===== src/rtl/bar_cell_writer.sv =====
// Long-bar board writer: converts a landed bar's pixel reference to grid cells,
// bounds-checks it, then commits (or erases) its four cells through a ready/valid port.
module bar_cell_writer #(
  parameter int SIZE     = 16,
  parameter int BOARD_X0 = 240,
  parameter int BOARD_Y0 = 80,
  parameter int COLS     = 10,
  parameter int ROWS     = 20,
  parameter int ADDR_W   = 8
) (
  input  logic              clk,
  input  logic              reset,
  input  logic              start,
  input  logic [9:0]        ref_x,
  input  logic [9:0]        ref_y,
  input  logic              vertical,
  input  logic              erase,
  input  logic [2:0]        color,
  output logic              busy,
  output logic              done,
  output logic              err,
  output logic              wr_en,
  output logic [ADDR_W-1:0] wr_addr,
  output logic [2:0]        wr_data,
  input  logic              wr_ready
);

  localparam int SHIFT = $clog2(SIZE);
  localparam int CW    = ADDR_W + 11;

  typedef enum logic [1:0] {IDLE, CHECK, WRITE, DONE} state_t;

  state_t              state_reg, state_next;
  logic [9:0]          x_reg, x_next;
  logic [9:0]          y_reg, y_next;
  logic                vert_reg, vert_next;
  logic [2:0]          data_reg, data_next;
  logic [1:0]          k_reg, k_next;
  logic [ADDR_W-1:0]   addr_reg, addr_next;
  logic                err_reg, err_next;

  logic [9:0]          dx, dy;
  logic [CW-1:0]       col_w, row_w, base_w;
  logic                in_board, aligned, fits, req_valid;
  logic [ADDR_W-1:0]   step;

  // Offsets are only meaningful once in_board confirms no 10-bit wrap occurred.
  assign dx       = x_reg - 10'(BOARD_X0);
  assign dy       = y_reg - 10'(BOARD_Y0);
  assign col_w    = CW'(dx >> SHIFT);
  assign row_w    = CW'(dy >> SHIFT);
  assign base_w   = row_w * CW'(COLS) + col_w;
  assign in_board = (x_reg >= 10'(BOARD_X0)) && (y_reg >= 10'(BOARD_Y0));
  assign aligned  = ((dx & 10'(SIZE - 1)) == '0) && ((dy & 10'(SIZE - 1)) == '0);
  assign fits     = vert_reg ? ((col_w < CW'(COLS)) && (row_w + CW'(3) < CW'(ROWS)))
                             : ((col_w + CW'(3) < CW'(COLS)) && (row_w < CW'(ROWS)));
  assign req_valid = in_board && aligned && fits;
  assign step      = vert_reg ? ADDR_W'(COLS) : ADDR_W'(1);

  always_ff @(posedge clk) begin
    if (reset) begin
      state_reg <= IDLE;
      x_reg     <= '0;
      y_reg     <= '0;
      vert_reg  <= 1'b0;
      data_reg  <= '0;
      k_reg     <= '0;
      addr_reg  <= '0;
      err_reg   <= 1'b0;
    end else begin
      state_reg <= state_next;
      x_reg     <= x_next;
      y_reg     <= y_next;
      vert_reg  <= vert_next;
      data_reg  <= data_next;
      k_reg     <= k_next;
      addr_reg  <= addr_next;
      err_reg   <= err_next;
    end
  end

  always_comb begin
    state_next = state_reg;
    x_next     = x_reg;
    y_next     = y_reg;
    vert_next  = vert_reg;
    data_next  = data_reg;
    k_next     = k_reg;
    addr_next  = addr_reg;
    err_next   = 1'b0;
    case (state_reg)
      IDLE: begin
        if (start) begin
          x_next     = ref_x;
          y_next     = ref_y;
          vert_next  = vertical;
          data_next  = erase ? 3'd0 : color;
          state_next = CHECK;
        end
      end
      CHECK: begin
        if (req_valid) begin
          addr_next  = ADDR_W'(base_w);
          k_next     = '0;
          state_next = WRITE;
        end else begin
          err_next   = 1'b1;
          state_next = IDLE;
        end
      end
      WRITE: begin
        // Address/data only advance on accept, so they hold through stalls.
        if (wr_ready) begin
          addr_next = addr_reg + step;
          k_next    = k_reg + 2'd1;
          if (k_reg == 2'd3) begin
            k_next     = '0;
            state_next = DONE;
          end
        end
      end
      DONE: begin
        state_next = IDLE;
      end
      default: begin
        state_next = IDLE;
      end
    endcase
  end

  assign busy    = (state_reg != IDLE);
  assign done    = (state_reg == DONE);
  assign wr_en   = (state_reg == WRITE);
  assign err     = err_reg;
  assign wr_addr = addr_reg;
  assign wr_data = data_reg;

endmodule


===== config.mk =====
export PLATFORM = sky130hd
export DESIGN_NAME = bar_cell_writer
export DESIGN_NICKNAME = d
export VERILOG_FILES = /design/src/rtl/bar_cell_writer.sv
export SDC_FILE = /design/constraint.sdc
export NUM_CORES = 1
export LEC_CHECK = 0
export CORE_UTILIZATION = 40
export CTS_CLUSTER_SIZE = 28
export DETAILED_ROUTE_END_ITERATION = 16
export PLACE_DENSITY = 0.68
export SYNTH_ARGS = -nofsm -noshare
export SYNTH_HDL_FRONTEND = slang
export SYNTH_SLANG_ARGS = --single-unit

===== constraint.sdc =====
create_clock -name clk -period 3.1 [get_ports clk]
set_input_delay 0.62 -clock clk [delete_from_list [all_inputs] [get_ports clk]]
set_output_delay 0.62 -clock clk [all_outputs]
set_load 0.02 [all_outputs]

# After elaboration in Yosys (flattened, before gate mapping)
# Cells that the tools add are included.
[classes] addsub=7 multipliers=1 n_lt_le_gt_ge=6 n_eq_ne=8 muxes=16 n_bitwise=1 n_reduce_logical=15
[ops] cell="$logic_not 10->1" count=2
[ops] cell="$mux 8" count=2
[ops] cell="$pmux 8 s2" count=1
[ops] cell="$add 6x2->7 const B" count=2
[ops] cell="$mux 2" count=7
[ops] cell="$ge 10x7->1 const B" count=1
[ops] cell="$ge 10x8->1 const B" count=1
[ops] cell="$sub 10x7->10 const B" count=1
[ops] cell="$sub 10x8->10 const B" count=1
[ops] cell="$add 8x4->8" count=1
[ops] cell="$add 8x6->8" count=1
[ops] cell="$pmux 2 s4" count=1
[ops] cell="$lt 7x4->1 const B" count=1
[ops] cell="$lt 7x5->1 const B" count=1
[ops] cell="$mul 6x3->7 const B" count=1
[ops] cell="$eq 2x2->1 const B" count=3
[ops] cell="$logic_and 1x1->1" count=6
[ops] cell="$lt 6x4->1 const B" count=1
[ops] cell="$lt 6x5->1 const B" count=1
[ops] cell="$reduce_and 3->1" count=2
[ops] cell="$mux 4" count=1
[ops] cell="$ne 2x1->1 const B" count=2
[ops] cell="$ne 2x2->1 const B" count=2
[ops] cell="$pmux 2 s2" count=1
[ops] cell="other kinds (9)" count=11
[word_totals] regBits=37 input_bits=29

# Longest topological paths before layout
[depth] ltp_word=8 depth_mapped=14 depth_no_buf=14

# Worst setup path before layout
# Ideal clock, no wire load.
[synth_timing] path_kind="flip-flop to flip-flop" startpoint="register y_reg[4]" endpoint="register addr_reg[7] (netlist: wr_addr[7])" t_arrival_ns=3.105 t_required_ns=3.008 setup_slack_ns=-0.097 path_stages_with_launch=14 period_less_slack_ns=3.197 cell_sequence="dfxtp_1 inv_1 ha_1 nor2b_1 nor3_1 or2_2 ha_1 fa_1 ha_1 a21boi_0 o21ai_0 xnor2_1 a21oi_1 o32ai_1"
[synth_between] elab_chain_cells=8 elab_cells_between_ends=17
[synth_lines] element="start, declared" line_no="35" source="logic [9:0] y_reg, y_next;"
[synth_lines] element="start signal, assigned" line_no="73" source="y_reg <= y_next;"
[synth_lines] element="branches (longest 8 deep; another with $sub 10x7->10)"
[synth_lines] element="end signal, assigned" line_no="77" source="addr_reg <= addr_next;"
[synth_lines] element="end, declared" line_no="39" source="logic [ADDR_W-1:0] addr_reg, addr_next;"
# Several ways; the timed one is not identified. The select of a mux whose other input is x is not followed.
# A chain may end at the register's enable or synchronous reset.

# Worst setup path after layout
[layout_timing] startpoint="register y_reg[5]" endpoint="register addr_reg[7] (netlist: wr_addr[7])"
# Same word-level chain as after synthesis.

==> out/metrics.csv <==
metric,value,unit
"area leader, netlist",dfxtp_1,
Clock Sinks,37,
CP max FO,5,
status,"finished, final reports clean",
layout cells sized above 1,14.6,%
Die Height,81.5,um
WHS Path Cells,2,
remaining antenna violation count after routing,0,
pwr dens,442,nW/um^2
Fmax achieved,341,MHz
"Seq/Total Area, Yosys",29.3,%
share of flip-flops with an asynchronous set or reset,0,%
post-DR vias/cell,5.43,
initial antenna violation count,0,
post-synth net total,367,
nets,417,
crit path launch type,flip-flop,
CTS Root Cell,clkbuf_8,
die area,6630,um^2
DPL Wire Length,4500,um
Yosys top cell area share,29.3,%
Num CTS Buffers,5,
clk_lat worst skew,0.29,ns
first-pass GRT wire length,10300,um
Synth cell types,60,
via count,2384,
WL per Instance,13.6,um
cell leakage power,1.31,nW
"Slew Viols, Final",0,
WHS,0.455,ns
worst vdd ir,0.249,mV
max_cap viols,0,
Post-Syn Area,2520,um^2
quantity of I/O buffers inserted on ports,43,
GPL Wtd Cong,0.827,
Max transition margin,47.0,%
Ys Warns,0,
actual slew at the worst max-slew pin,0.793,ns
TritonCTS clock tree,yes,
cells on worst reg2reg path,14,
post-synthesis register bit count,37,
Post-Syn Instances,313,
Critical Path AT,3.14,ns
1st-pass router iterations,4,
Final Setup Violations,0,
RSZ-0062 raised after global routing,no,
post-route clock period utilization,94.7,%
synthesis-to-finish area growth,32.5,%
final worst slack,0.163,ns
Post-synth EDFFs,0,
Die Wd,81.5,um
Tmin final,2.94,ns
DRC errors left,0,
num ports,44,
fin util,55.8,%
H-tree depth,2,
Worst Hold Class,reg2reg,
Routed Wire Length,5970,um
FP Rows,28,
pin count of the biggest net entering global routing,37,
total global routing overflow,0,
Synth area leaders,"dfxtp_1 29%, ha_1 11%, nand2_1 8.0%",
Setup crit end kind,flip-flop,
final hold violation count,0,
synthesized area per cell,8.07,um^2
kind of critical path,reg2reg,
top-count cell post-synth,nand2_1,
Starting DRT DRC Count,113,
Post-synth top flop,dfxtp_1,
Initial Utilization,42.1,%
Layout Skew,0.00268,ns
clk buf depth,2,
dpl ws,-0.0550,ns
Post-synth top cells,"54 x nand2_1, 39 x a21oi_1, 37 x dfxtp_1, 22 x ha_1, 16 x inv_1",
clock-pin slew on the worst setup and hold paths,0.08,ns
CORE AREA,5990,um^2
Total GRT Usage,20.1,%
ant diodes,0,
vias in the first global route,2250,
required time of the critical path,3.31,ns
==> worst max-delay path, stage by stage (launching register included) <==
cell	delay [ns]
dfxtp_2	0.35
inv_2	0.05
ha_2	0.17
buf_4	0.15
xor2_4	0.22
inv_2	0.10
ha_4	0.17
ha_4	0.15
fa_1	0.48
ha_4	0.30
a21boi_4	0.18
o21ai_2	0.07
xnor2_1	0.16
a21oi_1	0.09
o32ai_2	0.20
==> layout make-up <==
| class | count | area, um^2 |
|---|---|---|
| Fill cell | 541 | 2650 |
| Multi-Input combinational cell | 245 | 1790 |
| Sequential cell | 37 | 743 |
| Timing Repair Buffer | 57 | 536 |
| Tap cell | 75 | 93.8 |
| Clock buffer | 5 | 68.8 |
| Inverter | 17 | 63.8 |
| Clock inverter | 3 | 46.3 |
==> metrics by stage <==
stage | TNS (ns) | cells | power (W) | cell area (um^2)
after global placement | 0 | 431 | 0.000976 | 3110
after global routing | 0 | 439 | 0.00158 | 3350
final | 0 | 439 | 0.00148 | 3350
after detailed placement | -0.0770 | 431 | 0.000990 | 3110
after CTS | 0 | 439 | 0.00144 | 3270
after floorplan | 0 | 313 | 0.000857 | 2540
==> layer usage <==
layer | vias up | GRT usage, % | share of wire (%)
met5 | - | 0 | 0
met4 | 0 | 5.36 | 1.3
met3 | 8 | 3.00 | 3.7
met2 | 59 | 32.4 | 47
met1 | 1105 | 27.7 | 48
li1 | 1212 | - | -
==> path summary, 6_finish.rpt <==
check                          startpoint                      end  slack (ns)
setup / recovery    y_reg[5]$_SDFFE_PP0P_  wr_addr[7]$_SDFFE_PP0P_        0.16
hold / removal    wr_data[2]$_SDFFE_PP0P_  wr_data[2]$_SDFFE_PP0P_        0.45
setup reg to reg    y_reg[5]$_SDFFE_PP0P_  wr_addr[7]$_SDFFE_PP0P_        0.16
hold reg to reg   wr_data[2]$_SDFFE_PP0P_  wr_data[2]$_SDFFE_PP0P_        0.45
==> report_power, final <==
| part | switching, W | total, W | internal, W | leakage [nW] |
|---|---|---|---|---|
| Clock | 0.000183 | 0.000424 | 0.000241 | 0.0543 |
| Combinational | 0.000258 | 0.000537 | 0.000279 | 0.952 |
| Sequential | 0.0000221 | 0.000518 | 0.000496 | 0.303 |
| Total | 0.000463 | 0.00148 | 0.00102 | 1.31 |
==> placed cells by master (no fill, tap or decap), types with 2 or more instances in the layout <==
cell             count
a221oi_1             2
dfxtp_2              2
a21oi_1             38
ha_4                 5
inv_1               15
nand2_1             54
o22ai_1              2
xnor2_1              8
nand3b_1             3
xor2_1               6
ha_1                15
o21a_1               2
nand2b_1             5
a31oi_1              3
nor4_1               2
nor3_1              12
ha_2                 2
fa_1                 3
o21ai_0              5
clkdlybuf4s50_1     43
nand3_1              6
a22oi_1              2
dfxtp_1             35
a21o_1               3
o221a_1              2
clkbuf_8             5
nor2b_1              5
or3_1                2
inv_2                2
o21ai_1              2
and2_1               3
a211oi_1             3
buf_4               14
nor2_1              15
==> kinds of logic after synthesis <==
kind of cell | count (synthesis) | synth area share, %
fa+ha+maj | 25 | 13.3
mux | 1 | 0.594
xor+xnor | 17 | 6.49
buf+inv | 31 | 4.96
simple gates | 119 | 23.0
compound gates | 83 | 22.3
flops | 37 | 29.3
==> repair_timing <==
| action | 4_1_cts | 5_1_grt |
|---|---|---|
| endpoints found under the hold margin | 0 | 0 |
| buffers inserted | 0 | 0 |
| resized for setup | 8 | 14 |
| endpoints found under the setup margin | 2 | 2 |
| hold buffers | 0 | 0 |
| pin swaps | 7 | 9 |
No activity file was read; power rests on OpenSTA's default activity.
